$ cat src/rtl/lfsr_pkg.sv
// Shared types and constants for the LFSR period monitor.
package lfsr_pkg;

  localparam int LFSR_WIDTH = 9;

  typedef enum logic [1:0] {
    IDLE,
    CAPTURE,
    COUNT
  } lfsr_mon_state_t;

  function automatic int unsigned lfsr_max_period(input int unsigned width);
    return (32'd1 << width) - 32'd1;
  endfunction

endpackage

$ cat src/rtl/lfsr_match_counter.sv
// Reference register, recurrence comparator and sample counter for the period monitor.
module lfsr_match_counter
  import lfsr_pkg::*;
#(
  parameter int WIDTH = LFSR_WIDTH,
  parameter int CNT_W = WIDTH + 1
) (
  input  logic             clk,
  input  logic             reset,
  input  logic             capture,
  input  logic             advance,
  input  logic [WIDTH-1:0] sample_in,
  output logic             match,
  output logic             timeout,
  output logic [CNT_W-1:0] next_count
);

  localparam logic [CNT_W-1:0] FULL_COUNT = CNT_W'(1) << WIDTH;

  logic [WIDTH-1:0] ref_state;
  logic [CNT_W-1:0] count_q;

  assign next_count = count_q + CNT_W'(1);
  assign match      = (sample_in == ref_state);
  assign timeout    = (next_count == FULL_COUNT);

  // Counter only advances on non-terminal samples, so it can never wrap.
  always_ff @(posedge clk) begin
    if (reset) begin
      ref_state <= '0;
      count_q   <= '0;
    end else if (capture) begin
      ref_state <= sample_in;
      count_q   <= '0;
    end else if (advance && !match && !timeout) begin
      count_q <= next_count;
    end
  end

endmodule

$ cat src/rtl/lfsr_period_monitor.sv
// Measures the recurrence period of an LFSR state stream and flags lock-up/non-repeat faults.
// Optional zero-state abort enabled by defining LFSR_MON_ZERO_CHECK_EN.
module lfsr_period_monitor
  import lfsr_pkg::*;
#(
  parameter int WIDTH = LFSR_WIDTH,
  parameter int CNT_W = WIDTH + 1
) (
  input  logic             clk,
  input  logic             reset,
  input  logic             start,
  input  logic [WIDTH-1:0] sample_in,
  input  logic             sample_valid,
  output logic             busy,
  output logic [CNT_W-1:0] period_out,
  output logic             period_valid,
  output logic             is_maximal,
  output logic             error_zero,
  output logic             error_timeout
);

  localparam logic [CNT_W-1:0] MAX_PERIOD = CNT_W'(lfsr_max_period(WIDTH));

  lfsr_mon_state_t  state;
  logic             match;
  logic             timeout;
  logic [CNT_W-1:0] next_count;

  lfsr_match_counter #(
    .WIDTH(WIDTH),
    .CNT_W(CNT_W)
  ) u_counter (
    .clk       (clk),
    .reset     (reset),
    .capture   (state == CAPTURE && sample_valid),
    .advance   (state == COUNT && sample_valid),
    .sample_in (sample_in),
    .match     (match),
    .timeout   (timeout),
    .next_count(next_count)
  );

`ifdef LFSR_MON_ZERO_CHECK_EN
  logic is_zero;
  assign is_zero = (sample_in == '0);
`else
  assign error_zero = 1'b0;
`endif

  always_ff @(posedge clk) begin
    if (reset) begin
      state         <= IDLE;
      busy          <= 1'b0;
      period_out    <= '0;
      period_valid  <= 1'b0;
      is_maximal    <= 1'b0;
      error_timeout <= 1'b0;
`ifdef LFSR_MON_ZERO_CHECK_EN
      error_zero    <= 1'b0;
`endif
    end else begin
      period_valid <= 1'b0;
      case (state)
        IDLE: begin
          if (start) begin
            state         <= CAPTURE;
            busy          <= 1'b1;
            error_timeout <= 1'b0;
`ifdef LFSR_MON_ZERO_CHECK_EN
            error_zero    <= 1'b0;
`endif
          end
        end
        CAPTURE: begin
          if (sample_valid) begin
`ifdef LFSR_MON_ZERO_CHECK_EN
            if (is_zero) begin
              error_zero <= 1'b1;
              state      <= IDLE;
              busy       <= 1'b0;
            end else
`endif
            state <= COUNT;
          end
        end
        COUNT: begin
          if (sample_valid) begin
`ifdef LFSR_MON_ZERO_CHECK_EN
            if (is_zero) begin
              error_zero <= 1'b1;
              state      <= IDLE;
              busy       <= 1'b0;
            end else
`endif
            // A match on the 2^WIDTH-th sample wins over the timeout.
            if (match) begin
              period_out   <= next_count;
              period_valid <= 1'b1;
              is_maximal   <= (next_count == MAX_PERIOD);
              state        <= IDLE;
              busy         <= 1'b0;
            end else if (timeout) begin
              error_timeout <= 1'b1;
              state         <= IDLE;
              busy          <= 1'b0;
            end
          end
        end
        default: begin
          state <= IDLE;
          busy  <= 1'b0;
        end
      endcase
    end
  end

endmodule

$ cat config.mk
export PLATFORM = sky130hd
export DESIGN_NAME = lfsr_period_monitor
export DESIGN_NICKNAME = d
export VERILOG_FILES = /design/src/rtl/lfsr_pkg.sv /design/src/rtl/lfsr_match_counter.sv /design/src/rtl/lfsr_period_monitor.sv
export SDC_FILE = /design/constraint.sdc
export NUM_CORES = 1
export LEC_CHECK = 0
export BUFFER_PORTS_ARGS = -buffer_cell sky130_fd_sc_hd__buf_2
export CAP_MARGIN = 20
export CORE_UTILIZATION = 50
export CTS_CLUSTER_SIZE = 16
export DETAILED_ROUTE_END_ITERATION = 7
export GPL_TIMING_DRIVEN = 0
export HOLD_SLACK_MARGIN = 0.06
export PLACE_DENSITY = 0.79
export SYNTH_ARGS = -nofsm -noshare
export SYNTH_HDL_FRONTEND = slang
export SYNTH_HIERARCHICAL = 1
export SYNTH_SLANG_ARGS = --single-unit
$ cat constraint.sdc
create_clock -name clk -period 2.9 [get_ports clk]
set_input_delay 0.58 -clock clk [delete_from_list [all_inputs] [get_ports clk]]
set_output_delay 0.58 -clock clk [all_outputs]
set_load 0.02 [all_outputs]
==> reports/summary.md <==
The flow ran to the end, and the final reports show no timing, DRC or antenna violations. The top-area cell type share of the netlist area works out to 0.373. Power consumption: 952 uW.

After synthesis, the cell types taking the most area are sky130_fd_sc_hd__dfxtp_1 37%, sky130_fd_sc_hd__nand2_1 6.2%, sky130_fd_sc_hd__a21oi_1 5.6%. The clock reaches the later pin of the worst-skew pair after 0.28 ns. Buffers placed on the I/O ports in this run total 26. The global-route wire length before repair is 6.71 mm, and the multi-input gate area in the final layout is 0.00107 mm^2.

The aggregate global-route resource usage was 0.214; the max-slew violation total from the final report was 0. The arithmetic-cell share of the synthesized area counting full adders, half adders and majority gates is 0.0133. The path type of the worst min-delay path is reg2reg.

The xor/xnor cell area share of the yosys netlist is 0.0838, and the synthesized net count is 237. The share of synthesized area occupied by flip-flops and latches was 0.373; the final setup violation count was 0. The total number of vias was 1704; the clock period minus final worst setup slack was 2.63 ns.

The area taken by flip-flops and latches is 701 um^2, and the fraction of final layout cells sized beyond drive strength 1 is 0.199. The library cell used most frequently in the layout, excluding fill and tap cells, is sky130_fd_sc_hd__dfxtp_1. The yosys synthesis warning count was 6.

The share of synthesized area spent on multiplexers is 0.0479, and the hold buffer count at cts is 0. The routed design has 3.85 mm of wire. In the final timing run, aggregate negative setup slack is 0 ns. Worst max-slew margin expressed relative to the limit: 0.539. The cell count after synthesis came out at 222. The total area inside the core boundary comes to 0.00347 mm^2. The logs give 0.836 nW for the static power due to leakage and 0 for the number of gates resized after cts. The maximum frequency from static timing analysis is 0.381 GHz. STA classifies the critical path endpoint as a flip-flop. Clock-pin slew was measured on the worst setup and hold paths at 0.07 ns. Row generation in the floorplan step produced 21 rows. The cell type with the highest aggregate area in the netlist is sky130_fd_sc_hd__dfxtp_1.

Once layout is done, the placed cells without fillers occupy 0.00217 mm^2. Max-cap violations in this run came to 0. STA puts the critical path data required time at 3.07 ns. The first-pass iteration count of the detailed router came out at 6. The kind of start point of the critical path was a flip-flop. The number of different library cells used by synthesis comes to 47. The HPWL after detailed placement is 2.81 mm.

Counting flops and latches in the post-synthesis netlist gives 35. After synthesis, the mean cell area works out to 8.47 um^2. The die is 63.3 um wide. Setup repair after global routing left no endpoint under its margin.

The floorplan step set the die height to 63.3 um. The routability-driven placement congestion ratio was 0.851; the total DRC errors in the routed layout was 0. CTS built an H-tree with a depth of 2. At the pin with the least slew margin, the transition time is 0.682 ns. The tightest hold path in the finished design has a slack of 0.452 ns. Across the VDD grid, the largest voltage drop is 0.341 mV.

In this run the clock root is driven by a sky130_fd_sc_hd__clkbuf_8. The number of top-level pins was 28; the violation count after the first detailed-route iteration was 78. Entering global routing, the biggest net connects 12 pins.

The floorplan step defined a die boundary enclosing 0.00401 mm^2. The tools report the residual antenna-violating net count after detailed routing as 0. Of all nets on the critical path, the largest fanout is 7. The layout overhead on the synthesized area was 15.5%; the number of antenna violations at the first check in global routing was 0.

TritonCTS built the clock tree. The final hold violation count was 0; the remaining global-route overflow was 0. In this run the cell area measured after placement is 0.00207 mm^2.

After synthesis, the largest family of logic cells by area is simple AND/OR/NAND/NOR gates. Final worst-path cycle share: 0.905. Leaving out fill and tap cells, the most frequent cells in the layout are 35 x sky130_fd_sc_hd__dfxtp_1, 32 x sky130_fd_sc_hd__buf_2, 31 x sky130_fd_sc_hd__nand2_1. Summing every instance area after synthesis gives 0.00188 mm^2.

Counting the buffers created by CTS gives 5. The tools report the count of nets after finishing as 270. The critical path is of the reg2reg type.

Once the clock tree was built, the setup fixing pass inserted 0 buffers. The detailed-route wire length per cell was 12.8 um. The clock passes through at most 2 buffers. The initial core utilization is 0.542, and the number of global-route vias before repair is 1511.

Average via count per standard cell: 5.64. On the final layout, the worst clock skew is 0.00217 ns. Power spread over the standard cell area amounts to 438 mW/mm^2.

The post-synthesis compound-gate area fraction is 0.136, and the diode insertion count for antenna repair is 0. The share of synthesized cell area in and, or, nand and nor gates is 0.289, and the number of inserted filler cells in the final layout is 346. The worst endpoint data arrival time came out at 2.79 ns. The number of sinks on the clock net is 35.
[area by class of cell]
| cell class | instances | share of cell area |
|---|---|---|
| clock buffer | 7 | 0.0444 |
| timing repair buffer | 26 | 0.0599 |
| multi-input combinational | 165 | 0.495 |
| sequential | 35 | 0.323 |
| clock inverter | 1 | 0.00346 |
| tap | 46 | 0.0265 |
| inverter | 5 | 0.00864 |
| buffer | 17 | 0.0397 |
[power by group]
group	total, mW	internal [mW]	switching (mW)
Sequential	0.497	0.489	0.00813
Clock	0.389	0.216	0.173
Combinational	0.0662	0.0285	0.0377
Total	0.952	0.733	0.219
[logic make-up after synthesis]
family	Yosys count
AOI/OAI and AO/OA	41
xor gates and xnor gates	18
adders and majority gates	2
buffers and inverters	22
DFF	35
muxes	9
other	1
and+or+nand+nor	94
[state kept, by name (all words and copies together), names as in the netlist]
name and flops:
period_valid 1, is_maximal 1, state 2, u_counter/ref_state 9, busy 1, error_timeout 1
u_counter/count_q 10, period_out 10
[synth_stat cells, drive strengths merged]
library cell  count
a21oi            21
or4b              1
nor4b             3
o21ai             4
o32a              1
a21boi            1
or4               6
o311ai            1
nand4             6
nor3b             1
nor3              5
or2               1
nand2            31
and4b             1
o41ai             2
xor2             11
and2              2
clkbuf            6
nand3b            2
nor2             19
and4              1
or3               1
a31oi             2
dfxtp            35
ha                2
xnor2             7
nand4b            3
nor2b             3
conb              1
a31o              1
nor4              2
o31ai             5
and3b             2
a211oi            2
mux2i             9
buf              11
nand3             4
o21a              1
inv               5
[through the flow]
stage / utilization / std cells / setup slack (ns)
after floorplan: - / 222 / 0.814
after global placement: 0.596 / 294 / 0.430
after detailed placement: 0.596 / 294 / 0.377
after CTS: 0.626 / 302 / 0.346
after global routing: 0.626 / 302 / 0.160
final: 0.626 / 302 / 0.274
[routing by layer]
layer	part of all wire	vias up	track usage
li1	-	852	-
met1	0.46	801	0.263
met2	0.47	43	0.351
met3	0.056	8	0.0580
met4	0.017	0	0.0824
met5	0	-	0
[critical path: stages (launching register included)]
cell,delay (ns)
sky130_fd_sc_hd__dfxtp_1,0.45
sky130_fd_sc_hd__ha_1,0.32
sky130_fd_sc_hd__nand4_1,0.18
sky130_fd_sc_hd__nor4_2,0.27
sky130_fd_sc_hd__a211oi_2,0.16
sky130_fd_sc_hd__nor4b_1,0.64
sky130_fd_sc_hd__o21ai_0,0.21
sky130_fd_sc_hd__a21boi_0,0.21
sky130_fd_sc_hd__nor3_1,0.07
[worst paths after layout]
kind                         from            end  slack, ns  depth (start not counted)
max          u_counter/count_q[0]           busy       0.27                          8
min                 period_out[8]  period_out[8]       0.45                          2
max reg2reg  u_counter/count_q[0]           busy       0.27                          8
min reg2reg         period_out[8]  period_out[8]       0.45                          2
No activity file was read; power rests on OpenSTA's default activity.
